### src/rtl/regfile_pkg.sv
`default_nettype none
// ============================================================================
// Module   : regfile_pkg
// Purpose  : Shared sizes, dump FSM state encoding and range-count helper
//            for the register file dump streamer.
// Revision : 1.0
// ============================================================================
package regfile_pkg;

    localparam int DATA_W   = 32;
    localparam int ADDR_W   = 5;
    localparam int NUM_REGS = 32;
    localparam int CNT_W    = ADDR_W + 1;

    typedef enum logic [2:0] {
        ST_IDLE   = 3'd0,
        ST_FETCH  = 3'd1,
        ST_EMIT0  = 3'd2,
        ST_EMIT1  = 3'd3,
        ST_FINISH = 3'd4
    } dump_state_e;

    // Inclusive register count from first to last, wrapping 31 -> 0.
    function automatic logic [CNT_W-1:0] range_count(
        input logic [ADDR_W-1:0] first,
        input logic [ADDR_W-1:0] last
    );
        logic [ADDR_W-1:0] span;
        span = last - first;
        return {1'b0, span} + CNT_W'(1);
    endfunction

endpackage
`default_nettype wire

### src/rtl/dump_range_ctr.sv
`default_nettype none
// ============================================================================
// Module   : dump_range_ctr
// Purpose  : Read pointer and remaining-beat counter for a register dump,
//            with load, pair advance (wrapping) and per-beat decrement.
// Revision : 1.0
// ============================================================================
module dump_range_ctr
    import regfile_pkg::*;
#(
    parameter int ADDR_W = regfile_pkg::ADDR_W,
    parameter int CNT_W  = ADDR_W + 1
) (
    input  logic              clk,
    input  logic              rst,
    input  logic              i_load,
    input  logic [ADDR_W-1:0] i_first,
    input  logic [CNT_W-1:0]  i_count,
    input  logic              i_advance,
    input  logic              i_consume,
    output logic [ADDR_W-1:0] o_ptr,
    output logic [ADDR_W-1:0] o_ptr_next,
    output logic              o_rem_is_one
);

    logic [ADDR_W-1:0] r_ptr;
    logic [CNT_W-1:0]  r_rem;

    always_ff @(posedge clk or posedge rst) begin
        if (rst) begin
            r_ptr <= '0;
            r_rem <= '0;
        end else if (i_load) begin
            r_ptr <= i_first;
            r_rem <= i_count;
        end else begin
            // Address width equals log2 of the file size, so overflow wraps.
            if (i_advance) begin
                r_ptr <= r_ptr + ADDR_W'(2);
            end
            if (i_consume && (r_rem != '0)) begin
                r_rem <= r_rem - CNT_W'(1);
            end
        end
    end

    assign o_ptr        = r_ptr;
    assign o_ptr_next   = r_ptr + ADDR_W'(1);
    assign o_rem_is_one = (r_rem == CNT_W'(1));

endmodule
`default_nettype wire

### src/rtl/regfile_dump_streamer.sv
`default_nettype none
// ============================================================================
// Module   : regfile_dump_streamer
// Purpose  : Walks a register address range two registers per fetch and
//            streams each register out on a valid/ready interface.
// Revision : 1.0
// ============================================================================
module regfile_dump_streamer
    import regfile_pkg::*;
#(
    parameter int DATA_W   = regfile_pkg::DATA_W,
    parameter int ADDR_W   = regfile_pkg::ADDR_W,
    parameter int NUM_REGS = regfile_pkg::NUM_REGS
) (
    input  logic              clk,
    input  logic              rst,
    input  logic              start,
    input  logic [ADDR_W-1:0] first_addr,
    input  logic [ADDR_W-1:0] last_addr,
    output logic [ADDR_W-1:0] rd_addr1,
    output logic [ADDR_W-1:0] rd_addr2,
    input  logic [DATA_W-1:0] rd_data1,
    input  logic [DATA_W-1:0] rd_data2,
    output logic              out_valid,
    input  logic              out_ready,
    output logic [DATA_W-1:0] out_data,
    output logic [ADDR_W-1:0] out_addr,
    output logic              out_last,
    output logic              busy,
    output logic              done
);

    localparam int c_CNT_W = $clog2(NUM_REGS) + 1;

    localparam logic [2:0] c_S_IDLE   = ST_IDLE;
    localparam logic [2:0] c_S_FETCH  = ST_FETCH;
    localparam logic [2:0] c_S_EMIT0  = ST_EMIT0;
    localparam logic [2:0] c_S_EMIT1  = ST_EMIT1;
    localparam logic [2:0] c_S_FINISH = ST_FINISH;

    logic [2:0]         r_state;
    logic [2:0]         w_state_nxt;

    logic [DATA_W-1:0]  r_buf0;
    logic [DATA_W-1:0]  r_buf1;
    logic [ADDR_W-1:0]  r_addr0;
    logic [ADDR_W-1:0]  r_addr1;
    logic [ADDR_W-1:0]  r_rd_addr1;
    logic [ADDR_W-1:0]  r_rd_addr2;

    logic               w_load;
    logic               w_fetch;
    logic               w_emit0;
    logic               w_emit1;
    logic               w_hs;
    logic [c_CNT_W-1:0] w_count;
    logic [ADDR_W-1:0]  w_ptr;
    logic [ADDR_W-1:0]  w_ptr_p1;
    logic               w_rem_is_one;

    assign w_fetch = (r_state == c_S_FETCH);
    assign w_emit0 = (r_state == c_S_EMIT0);
    assign w_emit1 = (r_state == c_S_EMIT1);
    assign w_load  = (r_state == c_S_IDLE) && start;
    assign w_hs    = out_valid && out_ready;
    assign w_count = range_count(first_addr, last_addr);

    dump_range_ctr #(
        .ADDR_W (ADDR_W),
        .CNT_W  (c_CNT_W)
    ) u_range_ctr (
        .clk          (clk),
        .rst          (rst),
        .i_load       (w_load),
        .i_first      (first_addr),
        .i_count      (w_count),
        .i_advance    (w_fetch),
        .i_consume    (w_hs),
        .o_ptr        (w_ptr),
        .o_ptr_next   (w_ptr_p1),
        .o_rem_is_one (w_rem_is_one)
    );

    always_comb begin
        w_state_nxt = r_state;
        case (r_state)
            c_S_IDLE: begin
                if (start) begin
                    w_state_nxt = c_S_FETCH;
                end
            end
            c_S_FETCH: begin
                w_state_nxt = c_S_EMIT0;
            end
            c_S_EMIT0: begin
                if (w_hs) begin
                    w_state_nxt = w_rem_is_one ? c_S_FINISH : c_S_EMIT1;
                end
            end
            c_S_EMIT1: begin
                if (w_hs) begin
                    w_state_nxt = w_rem_is_one ? c_S_FINISH : c_S_FETCH;
                end
            end
            c_S_FINISH: begin
                w_state_nxt = c_S_IDLE;
            end
            default: begin
                w_state_nxt = c_S_IDLE;
            end
        endcase
    end

    always_ff @(posedge clk or posedge rst) begin
        if (rst) begin
            r_state <= c_S_IDLE;
        end else begin
            r_state <= w_state_nxt;
        end
    end

    // Both registers are snapshotted in the FETCH cycle; an odd range simply
    // never emits the second slot of the last pair.
    always_ff @(posedge clk or posedge rst) begin
        if (rst) begin
            r_buf0     <= '0;
            r_buf1     <= '0;
            r_addr0    <= '0;
            r_addr1    <= '0;
            r_rd_addr1 <= '0;
            r_rd_addr2 <= '0;
        end else if (w_fetch) begin
            r_buf0     <= rd_data1;
            r_buf1     <= rd_data2;
            r_addr0    <= w_ptr;
            r_addr1    <= w_ptr_p1;
            r_rd_addr1 <= w_ptr;
            r_rd_addr2 <= w_ptr_p1;
        end
    end

    assign rd_addr1 = w_fetch ? w_ptr    : r_rd_addr1;
    assign rd_addr2 = w_fetch ? w_ptr_p1 : r_rd_addr2;

    always_comb begin
        out_data = '0;
        out_addr = '0;
        if (w_emit0) begin
            out_data = r_buf0;
            out_addr = r_addr0;
        end else if (w_emit1) begin
            out_data = r_buf1;
            out_addr = r_addr1;
        end
    end

    assign out_valid = w_emit0 || w_emit1;
    assign out_last  = out_valid && w_rem_is_one;
    assign busy      = w_fetch || w_emit0 || w_emit1;
    assign done      = (r_state == c_S_FINISH);

endmodule
`default_nettype wire

### config.mk
export PLATFORM = sky130hd
export DESIGN_NAME = regfile_dump_streamer
export DESIGN_NICKNAME = d
export VERILOG_FILES = /design/src/rtl/regfile_pkg.sv /design/src/rtl/dump_range_ctr.sv /design/src/rtl/regfile_dump_streamer.sv
export SDC_FILE = /design/constraint.sdc
export NUM_CORES = 1
export LEC_CHECK = 0
export ABC_AREA = 1
export BUFFER_PORTS_ARGS = -buffer_cell sky130_fd_sc_hd__clkbuf_2
export CAP_MARGIN = 15
export CORE_AREA = 2 2 87 131
export CTS_BUF_LIST = sky130_fd_sc_hd__clkbuf_16
export CTS_CLUSTER_DIAMETER = 60
export DETAILED_ROUTE_END_ITERATION = 8
export DIE_AREA = 0 0 89 133
export PLACE_DENSITY = 0.79
export SLEW_MARGIN = 25
export SYNTH_ARGS = -nofsm -noshare
export SYNTH_HDL_FRONTEND = slang
export SYNTH_SLANG_ARGS = --single-unit
### constraint.sdc
create_clock -name clk -period 3.2 [get_ports clk]
set_input_delay 0.64 -clock clk [delete_from_list [all_inputs] [get_ports clk]]
set_output_delay 0.64 -clock clk [all_outputs]
set_load 0.05 [all_outputs]
==> results of run 1 <==
[worst register-to-register path, delay by kind of cell, from the launching register on]
kind / cells / cell delay (ns)
compound gates: 1 / 0.29
buf+inv: 3 / 1.18
flops: 1 / 0.43
simple gates: 1 / 0.17
[kinds of logic (layout without fill, tap and decap cells)]
logic type      after synthesis  after routing  share of synthesized area
simple gates                210            210                     0.1855
compound gates              128            128                     0.1503
buf+inv                     120            246                     0.1073
flops                        98             98                     0.5231
fa+ha+maj                    10             10                    0.02829
xor+xnor                      3              3                   0.005606
[how the worst min path moves through the flow]
stage                  startpoint             to  slack, ns  cells after the start
floorplan               r_buf0[0]      r_buf0[0]       0.45                      2
global placement    r_rd_addr1[1]  r_rd_addr1[1]       0.46                      2
detailed placement      r_buf0[6]      r_buf0[6]       0.47                      2
CTS                           rst  r_rd_addr2[1]       0.31                      2
global route                  rst  r_rd_addr2[1]       0.34                      2
finish                        rst     r_buf1[14]       0.30                      2
[metrics by stage]
stage / setup slack [ns] / area [µm²] / hold WS (ns)
after global placement: 0.8363 / 5426 / 0.4590
after CTS: 0.4460 / 5737 / 0.3104
final: 0.4413 / 5737 / 0.3011
after floorplan: 0.5730 / 4692 / 0.4492
after global routing: 0.3517 / 5737 / 0.3389
after detailed placement: 0.8226 / 5426 / 0.4660
[area by class of cell]
class                           count  area (µm²)
Fill cell                        1076        5084
Sequential cell                    98        2452
Multi-Input combinational cell    351        1733
Timing Repair Buffer              135       693.2
Inverter                           95       364.1
Clock buffer                        9       225.2
Tap cell                          147       183.9
Clock inverter                      7       85.08
[flip-flops by register name, summed over array words and instances (netlist names)]
signal             flops
r_addr0                5
r_addr1                5
r_buf0                32
r_buf1                32
r_rd_addr1             5
r_rd_addr2             5
r_state                3
u_range_ctr.o_ptr      5
u_range_ctr.r_rem      6
[cells in the final DEF, fill, tap and decap left out, drive strengths merged, types with 4 or more instances in the layout]
cell type	n
a21oi	8
buf	7
clkbuf	137
clkinv	4
dfrtp	98
ha	9
inv	94
nand2	163
nand3	20
nor2	20
nor3	4
o21ai	85
o22ai	27
[metal layers]
metal | vias to the layer above | routed length, µm | track usage
met3 | 29 | 489 | 0.03119
met1 | 1890 | 4752 | 0.2452
met5 | - | 0 | 0
met4 | 0 | 383 | 0.09370
met2 | 135 | 5679 | 0.3354
li1 | 2052 | - | -
[power by group through the flow]
stage,combinational (µW),sequential (µW),clock [µW]
CTS,3770,2090,1150
global placement,3700,2090,0
global route,4100,2160,1200
floorplan,3010,2050,0
detailed placement,3760,2120,0
finish,3750,2090,1120
==> impl_metrics.tcl, run 1 <==
set metrics [dict create \
    status "complete, no violations" \
    io_buffers 128 \
    via_count 4106 \
    cp_cell_sequence "inv_1, nor3_4, buf_4, inv_2, o22ai_1, clkbuf_2" \
    die-area_um2 11840 \
    fin_nets 778 \
    p_int_uw 3439 \
    synth.most_common_cell "nand2_1" \
    clk-insertion-delay-late_ns 0.34 \
    final-hold-violation-count 0 \
    r2r-start "r_state[1]" \
    leakagePower_uw 0.003056 \
    clk_pin_slew_ns 0.06 \
    yosysUniqueCellTypes 32 \
    end_kind "output pin" \
    worstSetupPathDepth 6 \
    synth_commonest_cells "nand2_1, dfrtp_1, inv_1, o21ai_0, o22ai_1" \
    cts_resized 0 \
    critPathLaunchType "register" \
    clkPwrFrac 0.161 \
    drive_above_1_share 0.2360 \
    ys_async_sr_fraction 1.000 \
    reg2reg_depth 5 \
    fin_crit_sh 0.8621 \
    slew_headroom 0.3800 \
    synth-seq-cells 98 \
    sw_frac_of_total 0.5062 \
    finalCriticalPeriod_ns 2.759 \
    place_hpwl_um 8309 \
    cts_setup_buffers 0 \
    yosys_warnings 0 \
    grt_max_degree 114 \
    synthFlopType "dfrtp_1" \
    place_inst 826 \
    p_sw_uw 3525 \
    final_util 0.5302 \
    grt_pass1_vias 3956 \
    yosysTopAreaCell "dfrtp_1" \
    p_seq_frac 0.301 \
    drt_wl_total_um 11300 \
    max_stage_delay_ns 0.43 \
    ir_drop_v 0.0005575 \
    min_path_type "input pin to asynchronous set/reset pin" \
    cts_buffers 9 \
    gp_congestion 0.8985 \
    grt_pass1_wl_um 18320 \
    syn2layout_area_growth_pct 22.36 \
    chipHeight_um 133 \
    syn_area_per_cell_um2 8.239 \
    fp-row-count 47 \
    seq_area_frac_synth 0.5231 \
    critical-path-top-delay-family "buffers and inverters" \
    cts_tree "yes" \
    avgRoutedWirePerCell_um 13.43 \
    reg2reg_to "r_buf1[5]" \
    synth_nets 657 \
    rsz0062_at_grt "no" \
    clockRootBuffer "clkbuf_16" \
    fin_setup_tns_ns 0 \
    clockBufferDepth 2 \
    p_comb_frac 0.538 \
    max_cap_violations 0 \
    drt_first_pass_iters 4 \
    worst_pin_slew_ns 0.9300 \
    antenna_left 0 \
    cts.sinks 98 \
    synth_top_area_share 0.5231 \
    antennaDiodeCount 0 \
    power_uw 6964 \
    skew_ns 0.009286 \
    crit_end "out_addr[1]" \
    setup_violations 0 \
    p_per_area_nw_per_um2 1214 \
    synth_area_leaders "dfrtp_1, nand2_1, o21ai_0" \
    cp-startpoint "r_state[1]" \
    core_area_um2 10820 \
    initial_core_util 0.4333 \
    htreeDepth 3 \
    grt_usage 0.1993 \
    r2r_setup_slack_ns 0.95 \
    arrival_ns 2.12 \
    syn-instance-count 569 \
    cp.required_ns 2.56 \
    via_per_inst 4.876 \
    max_freq_mhz 362.5 \
    drc 0 \
    crit_type "register to output pin" \
    grt_overflow 0 \
    crit_fanout 24 \
    fin_cells 842 \
    cts_hold_buf 0 \
    syn_area_um2 4688 \
    io_pins 129 \
    synth_edf_count 0 \
    initialDrtViolationCount 159 \
    maxSlewViolCount 0 \
    antenna_found_initial 0 \
    cp_slowest_cell "dfrtp_1" \
    worst-path-buf-inv 4 \
    dieWidth_um 89 \
]
Power figures use the tool's default switching activity.
==> run 2, diff against run 1 <==
PLACE_DENSITY = 0.8   (was 0.79)
SYNTH_HIERARCHICAL = 1   (was unset)
==> run 2 against run 1 <==
  * Total power decreased by 1.7%
  * Setup slack got worse by 0.021 ns
  * Sequential share of layout area increased by 0.10 points
  * Critical path depth increased by 2
  * Non-clock buffer count decreased by 1
  * Cell area decreased by 0.24%
  * Clock skew decreased by 0.0022 ns
==> impl_metrics.tcl, run 2 <==
set metrics [dict create \
    status "complete, no violations" \
    yosysTopAreaCell "dfrtp_1" \
    grt_pass1_vias 4023 \
    syn_area_um2 4726 \
    yosysUniqueCellTypes 32 \
    antenna_found_initial 0 \
    clk_pin_slew_ns 0.06 \
    top_regs "r_buf0: 32 flops, r_buf1: 32 flops, u_range_ctr/r_rem: 6 flops" \
    fin_nets 801 \
    clockRootBuffer "clkbuf_16" \
    drc 0 \
    final_cell_mix "nand2_1, clkbuf_2, dfrtp_1" \
    io_pins 129 \
    synth-seq-cells 98 \
    chipHeight_um 133 \
    initialDrtViolationCount 244 \
    cts_resized 0 \
    pre_cts_ws_ns 0.7593 \
    reg2reg_to "r_buf1[10]" \
    p_comb_frac 0.555 \
    rsz0062_at_grt "no" \
    max_cap_violations 0 \
    ir_drop_v 0.0004592 \
    cts_buffers 9 \
    finalCriticalPeriod_ns 2.779 \
    maxSlewViolCount 0 \
    leakagePower_uw 0.003101 \
    skew_ns 0.007037 \
    max_stage_delay_ns 0.42 \
    clkPwrFrac 0.137 \
    core_area_um2 10820 \
    power_uw 6849 \
    r2r-start "r_state[2]" \
    max_freq_mhz 359.8 \
    sw_frac_of_total 0.5233 \
    antenna_left 0 \
    setup_ws_ns 0.4206 \
    gp_congestion 0.8129 \
    cts_setup_buffers 0 \
    grt_overflow 0 \
    p_per_area_nw_per_um2 1197 \
    via_per_inst 4.781 \
    synth_area_leaders "dfrtp_1, nand2_1, o21ai_0" \
    slew_headroom 0.5216 \
    fin_setup_tns_ns 0 \
    syn2layout_area_growth_pct 21.10 \
    final-hold-violation-count 0 \
    synth_top_area_share 0.5189 \
    grt_usage 0.1940 \
    clk-insertion-delay-late_ns 0.34 \
    final_common_cell "nand2_1" \
    reg2reg_depth 4 \
    synth_edf_count 0 \
    cts.sinks 98 \
    io_buffers 128 \
    yosys_warnings 6 \
    synthFlopType "dfrtp_1" \
    crit_type "register to output pin" \
    grt_pass1_wl_um 17880 \
    via_count 4131 \
    syn-instance-count 592 \
    setup_violations 0 \
    fp-row-count 47 \
    grt_max_degree 80 \
    p_int_uw 3265 \
    cp_common_cell "inv_2" \
    cp.required_ns 2.56 \
    r2r_setup_slack_ns 1.12 \
    place_hpwl_um 8121 \
    arrival_ns 2.14 \
    htreeDepth 3 \
    drt_first_pass_iters 4 \
    synth_nets 681 \
    synth.most_common_cell "nand2_1" \
    cts_hold_buf 0 \
    min_path_type "input pin to asynchronous set/reset pin" \
    ys_async_sr_fraction 1.000 \
    drt_wl_total_um 11130 \
    drive_above_1_share 0.2259 \
    seq_area_frac_synth 0.5189 \
    p_seq_frac 0.308 \
    critPathLaunchType "register" \
    crit_fanout 30 \
    cp_cell_sequence "inv_1, nor2_4, inv_2, nor2_2, buf_4, inv_2, o22ai_1, clkbuf_2" \
    cts_tree "yes" \
    antennaDiodeCount 0 \
    dieWidth_um 89 \
    syn_area_per_cell_um2 7.983 \
    end_kind "output pin" \
    initial_core_util 0.4367 \
    cp_slowest_cell "dfrtp_1" \
    die-area_um2 11840 \
    clockBufferDepth 2 \
    fin_crit_sh 0.8685 \
    avgRoutedWirePerCell_um 12.88 \
    synth_commonest_cells "nand2_1, dfrtp_1, o21ai_0, inv_1, nand3_1" \
    worst_pin_slew_ns 0.7167 \
    p_sw_uw 3584 \
]
run 2: cell types whose count changed in the layout (fill, tap and decap cells not counted), moves of 3 or more:
cell,before,now
o21ai_0,81,75
nor2_1,18,15
inv_2,3,6
o21ai_1,3,8
inv_1,90,74
xnor2_1,0,3
a21oi_1,7,10
nand2_1,162,219
o22ai_1,27,9
nand3_1,18,23
run 2: how the worst max path moves through the flow:
stage | start | end | slack (ns) | depth (start not counted)
4_1_cts | r_state[1] | out_addr[2] | 0.40 | 8
3_3_place_gp | r_state[1] | out_addr[2] | 0.77 | 8
3_5_place_dp | r_state[1] | out_addr[2] | 0.76 | 8
5_1_grt | r_state[1] | out_addr[2] | 0.20 | 8
6_report | r_state[1] | out_addr[2] | 0.42 | 8
2_1_floorplan | rst | r_addr0[0] | 0.31 | 1
run 2: cell type report:
class | instances | area (µm²)
clock buffers | 9 | 225.2
repair buffers | 134 | 698.2
flip-flops and latches | 98 | 2452
fillers | 1105 | 5097
clock inverters | 7 | 31.28
well taps | 147 | 183.9
inverters | 78 | 294.0
multi-input cells | 391 | 1838
run 2: critical path, delay by kind of cell, from the launching register on:
kind	cells	cell delay [ns]
AND/OR/NAND/NOR	2	0.20
AO/OA/AOI/OAI	1	0.19
flip-flops	1	0.42
buffers and inverters	5	1.00
run 2: cell families after synthesis:
group	share of synthesized area
buf+inv	0.09214
xor+xnor	0.009268
flops	0.5189
compound gates	0.1173
fa+ha+maj	0.03071
simple gates	0.2317
run 2: metal layers:
layer	track usage	vias to the layer above	routed length [µm]
li1	-	2081	-
met1	0.2212	1931	4433
met2	0.3466	97	5969
met3	0.03493	22	423
met4	0.08043	0	305
met5	0	-	0
run 2: per-stage QoR:
stage	instances	area, µm²	hold WS, ns	utilization
after floorplan	592	4726	0.4422	-
after global routing	864	5723	0.3352	0.5289
after detailed placement	848	5466	0.4572	0.5052
final	864	5723	0.3115	0.5289
after CTS	864	5723	0.3161	0.5289
after global placement	848	5466	0.4541	0.5052
run 2: power by group through the flow:
stage                     logic (µW)  registers [µW]  clock network [µW]
after global placement          3770            2110                   0
after detailed placement        3830            2130                   0
after floorplan                 3050            2070                   0
after CTS                       3840            2110                 964
after global routing            4200            2180                1030
final                           3800            2110                 939
